`config.mk`:
```
export PLATFORM = sky130hd
export DESIGN_NAME = fifo_stream_serializer_flat
export DESIGN_NICKNAME = d
export VERILOG_FILES = /design/src/rtl/fifo_stream_serializer_if.sv /design/src/rtl/fifo_stream_serializer.sv /design/src/flat_wrapper.sv
export SDC_FILE = /design/constraint.sdc
export NUM_CORES = 1
export LEC_CHECK = 0
export CAP_MARGIN = 20
export CORE_MARGIN = 2
export CORE_UTILIZATION = 44
export CTS_BUF_LIST = sky130_fd_sc_hd__clkbuf_8
export CTS_CLUSTER_DIAMETER = 50
export DETAILED_ROUTE_END_ITERATION = 10
export PLACE_DENSITY = 0.78
export SKIP_LAST_GASP = 1
export SLEW_MARGIN = 20
export SYNTH_ARGS = -nofsm -noshare
export SYNTH_HDL_FRONTEND = slang
export SYNTH_SLANG_ARGS = --single-unit
```
`constraint.sdc`:
```
create_clock -name clk -period 1.4 [get_ports clk]
set_input_delay 0.14 -clock clk [delete_from_list [all_inputs] [get_ports clk]]
set_output_delay 0.14 -clock clk [all_outputs]
set_load 0.03 [all_outputs]
```
`src/rtl/fifo_stream_serializer_if.sv`:
```
// fifo_stream_serializer_if
//   Bundles the FIFO read port, flush strobe and narrow output stream used by
//   fifo_stream_serializer.
//   master : serializer view (drives fifo_read_en and the out_* stream)
//   slave  : environment view (FIFO + consumer side)
//   Signals: fifo_empty, fifo_read_en, fifo_read_data[IN_WIDTH], flush,
//            out_valid, out_ready, out_data[OUT_WIDTH], out_last
interface fifo_stream_serializer_if #(
    parameter int IN_WIDTH  = 32,
    parameter int OUT_WIDTH = 8
);
    logic                 fifo_empty;
    logic                 fifo_read_en;
    logic [IN_WIDTH-1:0]  fifo_read_data;
    logic                 flush;
    logic                 out_valid;
    logic                 out_ready;
    logic [OUT_WIDTH-1:0] out_data;
    logic                 out_last;

    modport master (
        input  fifo_empty, fifo_read_data, flush, out_ready,
        output fifo_read_en, out_valid, out_data, out_last
    );

    modport slave (
        output fifo_empty, fifo_read_data, flush, out_ready,
        input  fifo_read_en, out_valid, out_data, out_last
    );
endinterface

```
`src/rtl/fifo_stream_serializer.sv`:
```
// fifo_stream_serializer
//   Drains one IN_WIDTH word at a time from a synchronous FIFO read port and
//   emits it as RATIO = IN_WIDTH/OUT_WIDTH narrow beats on a valid/ready
//   stream, flagging the final beat of each word with out_last. A new word is
//   popped on the same cycle the last beat transfers, so a steady FIFO gives
//   one beat per cycle with no bubble between words.
//   Ports:
//     clk  - system clock
//     rst  - asynchronous active-high reset
//     bus  - fifo_stream_serializer_if.master (FIFO read port, flush, stream)
//   Build option:
//     SERIALIZER_MSB_FIRST_EN - emit the most significant slice first
//     (default: least significant slice first). Timing and out_last unchanged.
module fifo_stream_serializer #(
    parameter int IN_WIDTH  = 32,
    parameter int OUT_WIDTH = 8
) (
    input  logic                      clk,
    input  logic                      rst,
    fifo_stream_serializer_if.master  bus
);
    localparam int RATIO = IN_WIDTH / OUT_WIDTH;
    localparam int CNT_W = (RATIO > 1) ? $clog2(RATIO) : 1;
    localparam logic [CNT_W-1:0] LAST_BEAT = CNT_W'(RATIO - 1);

    typedef enum logic {S_EMPTY, S_BUSY} state_t;

    state_t                state_q, state_d;
    logic [CNT_W-1:0]      beat_cnt_q, beat_cnt_d;
    logic [IN_WIDTH-1:0]   word_q, word_d;

    logic                  read_en;
    logic                  out_valid;
    logic                  out_last;
    logic [OUT_WIDTH-1:0]  out_data;
    logic [CNT_W-1:0]      sel;
    logic                  xfer;

    // Slice view of the held word; beat index selects a lane directly.
    logic [RATIO-1:0][OUT_WIDTH-1:0] beats;
    assign beats = word_q;

`ifdef SERIALIZER_MSB_FIRST_EN
    assign sel = LAST_BEAT - beat_cnt_q;
`else
    assign sel = beat_cnt_q;
`endif

    always_ff @(posedge clk or posedge rst) begin
        if (rst) begin
            state_q    <= S_EMPTY;
            beat_cnt_q <= '0;
            word_q     <= '0;
        end else begin
            state_q    <= state_d;
            beat_cnt_q <= beat_cnt_d;
            word_q     <= word_d;
        end
    end

    always_comb begin
        state_d    = state_q;
        beat_cnt_d = beat_cnt_q;
        word_d     = word_q;
        read_en    = 1'b0;
        out_valid  = 1'b0;
        out_last   = 1'b0;
        out_data   = '0;
        xfer       = 1'b0;

        unique case (state_q)
            S_EMPTY: begin
                if (!bus.flush && !bus.fifo_empty) begin
                    read_en    = 1'b1;
                    word_d     = bus.fifo_read_data;
                    beat_cnt_d = '0;
                    state_d    = S_BUSY;
                end
            end
            S_BUSY: begin
                out_valid = 1'b1;
                out_data  = beats[sel];
                out_last  = (beat_cnt_q == LAST_BEAT);
                xfer      = bus.out_ready;
                // Flush wins over everything: the presented beat may still
                // transfer, but the rest of the word is dropped and no pop occurs.
                if (bus.flush) begin
                    state_d    = S_EMPTY;
                    beat_cnt_d = '0;
                end else if (xfer) begin
                    if (out_last) begin
                        beat_cnt_d = '0;
                        if (!bus.fifo_empty) begin
                            read_en = 1'b1;
                            word_d  = bus.fifo_read_data;
                        end else begin
                            state_d = S_EMPTY;
                        end
                    end else begin
                        beat_cnt_d = beat_cnt_q + 1'b1;
                    end
                end
            end
            default: state_d = S_EMPTY;
        endcase
    end

    // Reset is asynchronous, so gate the pop strobe with it directly: a word
    // popped while reset is held would be lost.
    assign bus.fifo_read_en = read_en & ~rst;
    assign bus.out_valid    = out_valid;
    assign bus.out_data     = out_data;
    assign bus.out_last     = out_last;
endmodule
```
`src/flat_wrapper.sv`:
```
// flat-port wrapper written by rule: the top's interface ports become plain ports
module fifo_stream_serializer_flat 
#(
    parameter int IN_WIDTH  = 32,
    parameter int OUT_WIDTH = 8
)
  (clk, rst, bus_fifo_empty, bus_fifo_read_data, bus_flush, bus_out_ready, bus_fifo_read_en, bus_out_valid, bus_out_data, bus_out_last);
  fifo_stream_serializer_if #(.IN_WIDTH(IN_WIDTH), .OUT_WIDTH(OUT_WIDTH)) bus_i ();
  input  logic clk;
  input  logic rst;
  input wire logic [$bits(bus_i.fifo_empty)-1:0] bus_fifo_empty;
  input wire logic [$bits(bus_i.fifo_read_data)-1:0] bus_fifo_read_data;
  input wire logic [$bits(bus_i.flush)-1:0] bus_flush;
  input wire logic [$bits(bus_i.out_ready)-1:0] bus_out_ready;
  output wire logic [$bits(bus_i.fifo_read_en)-1:0] bus_fifo_read_en;
  output wire logic [$bits(bus_i.out_valid)-1:0] bus_out_valid;
  output wire logic [$bits(bus_i.out_data)-1:0] bus_out_data;
  output wire logic [$bits(bus_i.out_last)-1:0] bus_out_last;
  assign bus_i.fifo_empty = bus_fifo_empty;
  assign bus_i.fifo_read_data = bus_fifo_read_data;
  assign bus_i.flush = bus_flush;
  assign bus_i.out_ready = bus_out_ready;
  assign bus_fifo_read_en = bus_i.fifo_read_en;
  assign bus_out_valid = bus_i.out_valid;
  assign bus_out_data = bus_i.out_data;
  assign bus_out_last = bus_i.out_last;
  fifo_stream_serializer #(.IN_WIDTH(IN_WIDTH), .OUT_WIDTH(OUT_WIDTH)) u_core (.clk(clk), .rst(rst), .bus(bus_i));
endmodule
```
==> impl_metrics.json <==
{
  "outcome": "complete, but fails checks",
  "failed_checks": "setup timing",
  "netlist-cell-type-count": 21,
  "rsz0062_at_grt": "yes",
  "dp.final_hpwl_mm": 2.548,
  "via_per_inst": 5.160,
  "effective_utilization_at_floorplan_pct": 45.42,
  "grt_remaining_overflow": 0,
  "ys_warn_count": 0,
  "cts_sinks": 35,
  "cp_num_buf_inv": 3,
  "post_synthesis_average_cell_area_um2": 13.75,
  "max-cap-violations": 0,
  "timing.final.hold_violations": 0,
  "first_pass_iters": 4,
  "slew_headroom_pct": 80.42,
  "timing.critical_path.max_delay_family": "buffers and inverters",
  "fmaxAchievable_ghz": 0.6127,
  "seq_area_frac_synth_pct": 53.07,
  "vdd_ir_drop_max_v": 0.001014,
  "htree_levels": 2,
  "path_class": "reg2reg",
  "cts.reportedPaths.clkPinSlew_ns": 0.07,
  "power.leakage_nw": 1.098,
  "netlist_area_um2": 1650,
  "n_antenna_cell": 0,
  "worst_setup_path_end_kind": "flop",
  "top_level_ports": 48,
  "slowest_stage": "sky130_fd_sc_hd__dfrtp_1",
  "gp_congestion": 0.6835,
  "tot_gr_track_use_pct": 18.27,
  "total_of_endpoints_with_negative_setup_slack_in_the_final_report": 42,
  "rrSetupSlack_ns": -0.23,
  "final.min_clock_period_ns": 1.632,
  "finalClockSkew_ns": 0.003327,
  "ant_nets": 0,
  "final_nets": 227,
  "post-layout-total-power_mw": 3.164,
  "power.density_cell_area_nw_per_um2": 1146,
  "vias_in_the_first_global_route": 1310,
  "wl_mm": 4.155,
  "worstSkewPairLatency_ns": 0.28,
  "critical_path_required_ns": 1.57,
  "gate_count_of_the_mapped_netlist": 120,
  "start_kind": "flop",
  "ys_top_cells_by_area": "sky130_fd_sc_hd__dfrtp_1, sky130_fd_sc_hd__mux2_2, sky130_fd_sc_hd__mux2i_1, sky130_fd_sc_hd__o22ai_1, sky130_fd_sc_hd__buf_6",
  "buffer_ports.inserted": 47,
  "drt_first_iter_violations": 45,
  "grt_antenna_before_repair": 0,
  "die_w_um": 65.25,
  "cp_cell_sequence": "buf_4 > ha_4 > nand2_2 > a21oi_4 > buf_12 > clkbuf_16 > mux2_2",
  "finalCritPeriodShare_pct": 116.6,
  "synth_commonest_cells": "sky130_fd_sc_hd__dfrtp_1, sky130_fd_sc_hd__mux2_2, sky130_fd_sc_hd__mux2i_1",
  "cp_slowest_stage_delay_ns": 0.37,
  "crit_arrival_ns": 1.80,
  "ys.flop_type": "sky130_fd_sc_hd__dfrtp_1",
  "tritoncts": "built",
  "crit_path_max_fanout": 8,
  "layout_setup_ws_ns": -0.2320,
  "routed-via-count": 1223,
  "clockRootBuffer": "sky130_fd_sc_hd__clkbuf_8",
  "drt_drc_violations_left": 0,
  "max-clock-path-buffers": 2,
  "floorplan.core_area_um2": 3633,
  "hold_path_class": "in2async",
  "final_layout_size_suffix_gt1_share_pct": 53.97,
  "avgRoutedWirePerCell_um": 17.53,
  "yosys.cell_count.top_type": "sky130_fd_sc_hd__dfrtp_1",
  "synth-async-reset-ratio_pct": 100.0,
  "synthToLayoutAreaGrowth_pct": 67.25,
  "die_h_um": 65.25,
  "number_of_flops_mapped_to_enable_cells_by_yosys": 0,
  "grt_start_max_net_pins": 36,
  "fillerInstances": 251,
  "synth_seq_cells": 35,
  "synth_top_cell_area_share_pct": 53.07,
  "die_area_um2": 4257,
  "worst-slew-pin-transition_ns": 0.2948,
  "stdcell_count": 237,
  "post-place-cells": 221,
  "first_pass_grt_wire_length_mm": 5.844,
  "report.final.slew_viol_count": 0,
  "cts_made_buffers": 5,
  "rows": 22,
  "netlist.top_cell.by_area": "sky130_fd_sc_hd__dfrtp_1",
  "postSynthNetCount": 159
}
[state kept, by name, summed over array words and instances (netlist names)]
| register | count |
|---|---|
| u_core.state_q | 1 |
| u_core.beats | 32 |
| u_core.beat_cnt_q | 2 |
[metrics by stage]
step | instance area [um2] | util (%) | worst slack (ns) | setup TNS, ns | hold slack [ns]
final | 2760 | 75.96 | -0.2320 | -8.102 | 0.2757
after CTS | 2608 | 71.76 | -0.1993 | -7.369 | 0.2728
after global placement | 2345 | 64.53 | -0.2555 | -8.155 | 0.4888
after floorplan | 1744 | - | -0.06813 | -2.140 | 0.1995
after detailed placement | 2345 | 64.53 | -0.3056 | -9.394 | 0.4963
after global routing | 2760 | 75.96 | -0.2845 | -10.13 | 0.2800
[cells by family (layout without fill, tap and decap cells)]
logic type / Yosys count / in the layout / share of synthesized area [%]
flops: 35 / 35 / 53.07
mux: 49 / 49 / 32.15
buf+inv: 9 / 78 / 3.790
fa+ha+maj: 2 / 2 / 1.516
compound gates: 14 / 14 / 5.762
simple gates: 11 / 11 / 3.716
[path summary, 6_finish.rpt]
check	startpoint	depth (start not counted)	end
worst max register to register	u_core.beat_cnt_q[1]	7	u_core.beats[26]
max in group asynchronous	rst	3	u_core.state_q
worst min-delay path	rst	3	u_core.state_q
worst min register to register	u_core.beats[29]	1	u_core.beats[29]
worst max-delay path	u_core.beat_cnt_q[1]	7	u_core.beats[26]
min in group clk	bus_fifo_empty	2	u_core.state_q
[per-layer routing]
| layer | GRT usage [%] | wire, um | vias to the layer above |
|---|---|---|---|
| met3 | 6.164 | 199 | 2 |
| met1 | 21.47 | 1741 | 615 |
| met2 | 31.76 | 2193 | 33 |
| met5 | 0 | 0 | - |
| met4 | 5.208 | 21 | 0 |
| li1 | - | - | 573 |
[placed cells by master, fill, tap and decap left out, types with 2 or more instances in the layout]
| cell | count |
|---|---|
| sky130_fd_sc_hd__a21oi_1 | 2 |
| sky130_fd_sc_hd__buf_12 | 6 |
| sky130_fd_sc_hd__buf_4 | 8 |
| sky130_fd_sc_hd__buf_6 | 15 |
| sky130_fd_sc_hd__clkbuf_16 | 2 |
| sky130_fd_sc_hd__clkbuf_8 | 6 |
| sky130_fd_sc_hd__clkdlybuf4s50_1 | 36 |
| sky130_fd_sc_hd__dfrtp_1 | 34 |
| sky130_fd_sc_hd__inv_1 | 2 |
| sky130_fd_sc_hd__mux2_2 | 32 |
| sky130_fd_sc_hd__mux2i_1 | 4 |
| sky130_fd_sc_hd__mux2i_2 | 7 |
| sky130_fd_sc_hd__mux2i_4 | 6 |
| sky130_fd_sc_hd__nand2_1 | 3 |
| sky130_fd_sc_hd__nand2_2 | 2 |
| sky130_fd_sc_hd__o22ai_2 | 4 |
| sky130_fd_sc_hd__o22ai_4 | 4 |
[worst min-delay path, stage by stage]
cell and delay (ns):
sky130_fd_sc_hd__clkdlybuf4s50_1 0.44, sky130_fd_sc_hd__inv_1 0.12, sky130_fd_sc_hd__buf_12 0.22
[where the power goes]
part | leakage (nW) | switching (mW) | internal [mW]
sequential | 0.415 | 0.155 | 1.20
combinational | 0.622 | 0.347 | 0.539
clock | 0.0612 | 0.350 | 0.576
total | 1.10 | 0.852 | 2.31
[area by class of cell]
type / instances / area [um2] / share of cell area (%)
flip-flops and latches: 35 / 877.1 / 31.78
clock inverters: 2 / 35.03 / 1.269
inverters: 2 / 7.507 / 0.2720
well taps: 48 / 60.06 / 2.176
multi-input cells: 76 / 928.4 / 33.64
repair buffers: 68 / 769.5 / 27.88
clock buffers: 6 / 82.58 / 2.992
[what timing repair did]
action,CTS,global route
endpoints found under the setup margin,43,43
resized for setup,28,13
pin swaps,3,4
cloned,0,3
buffers inserted,3,2
hold buffers,0,0
Note: power is estimated with default switching activity, not from simulation.
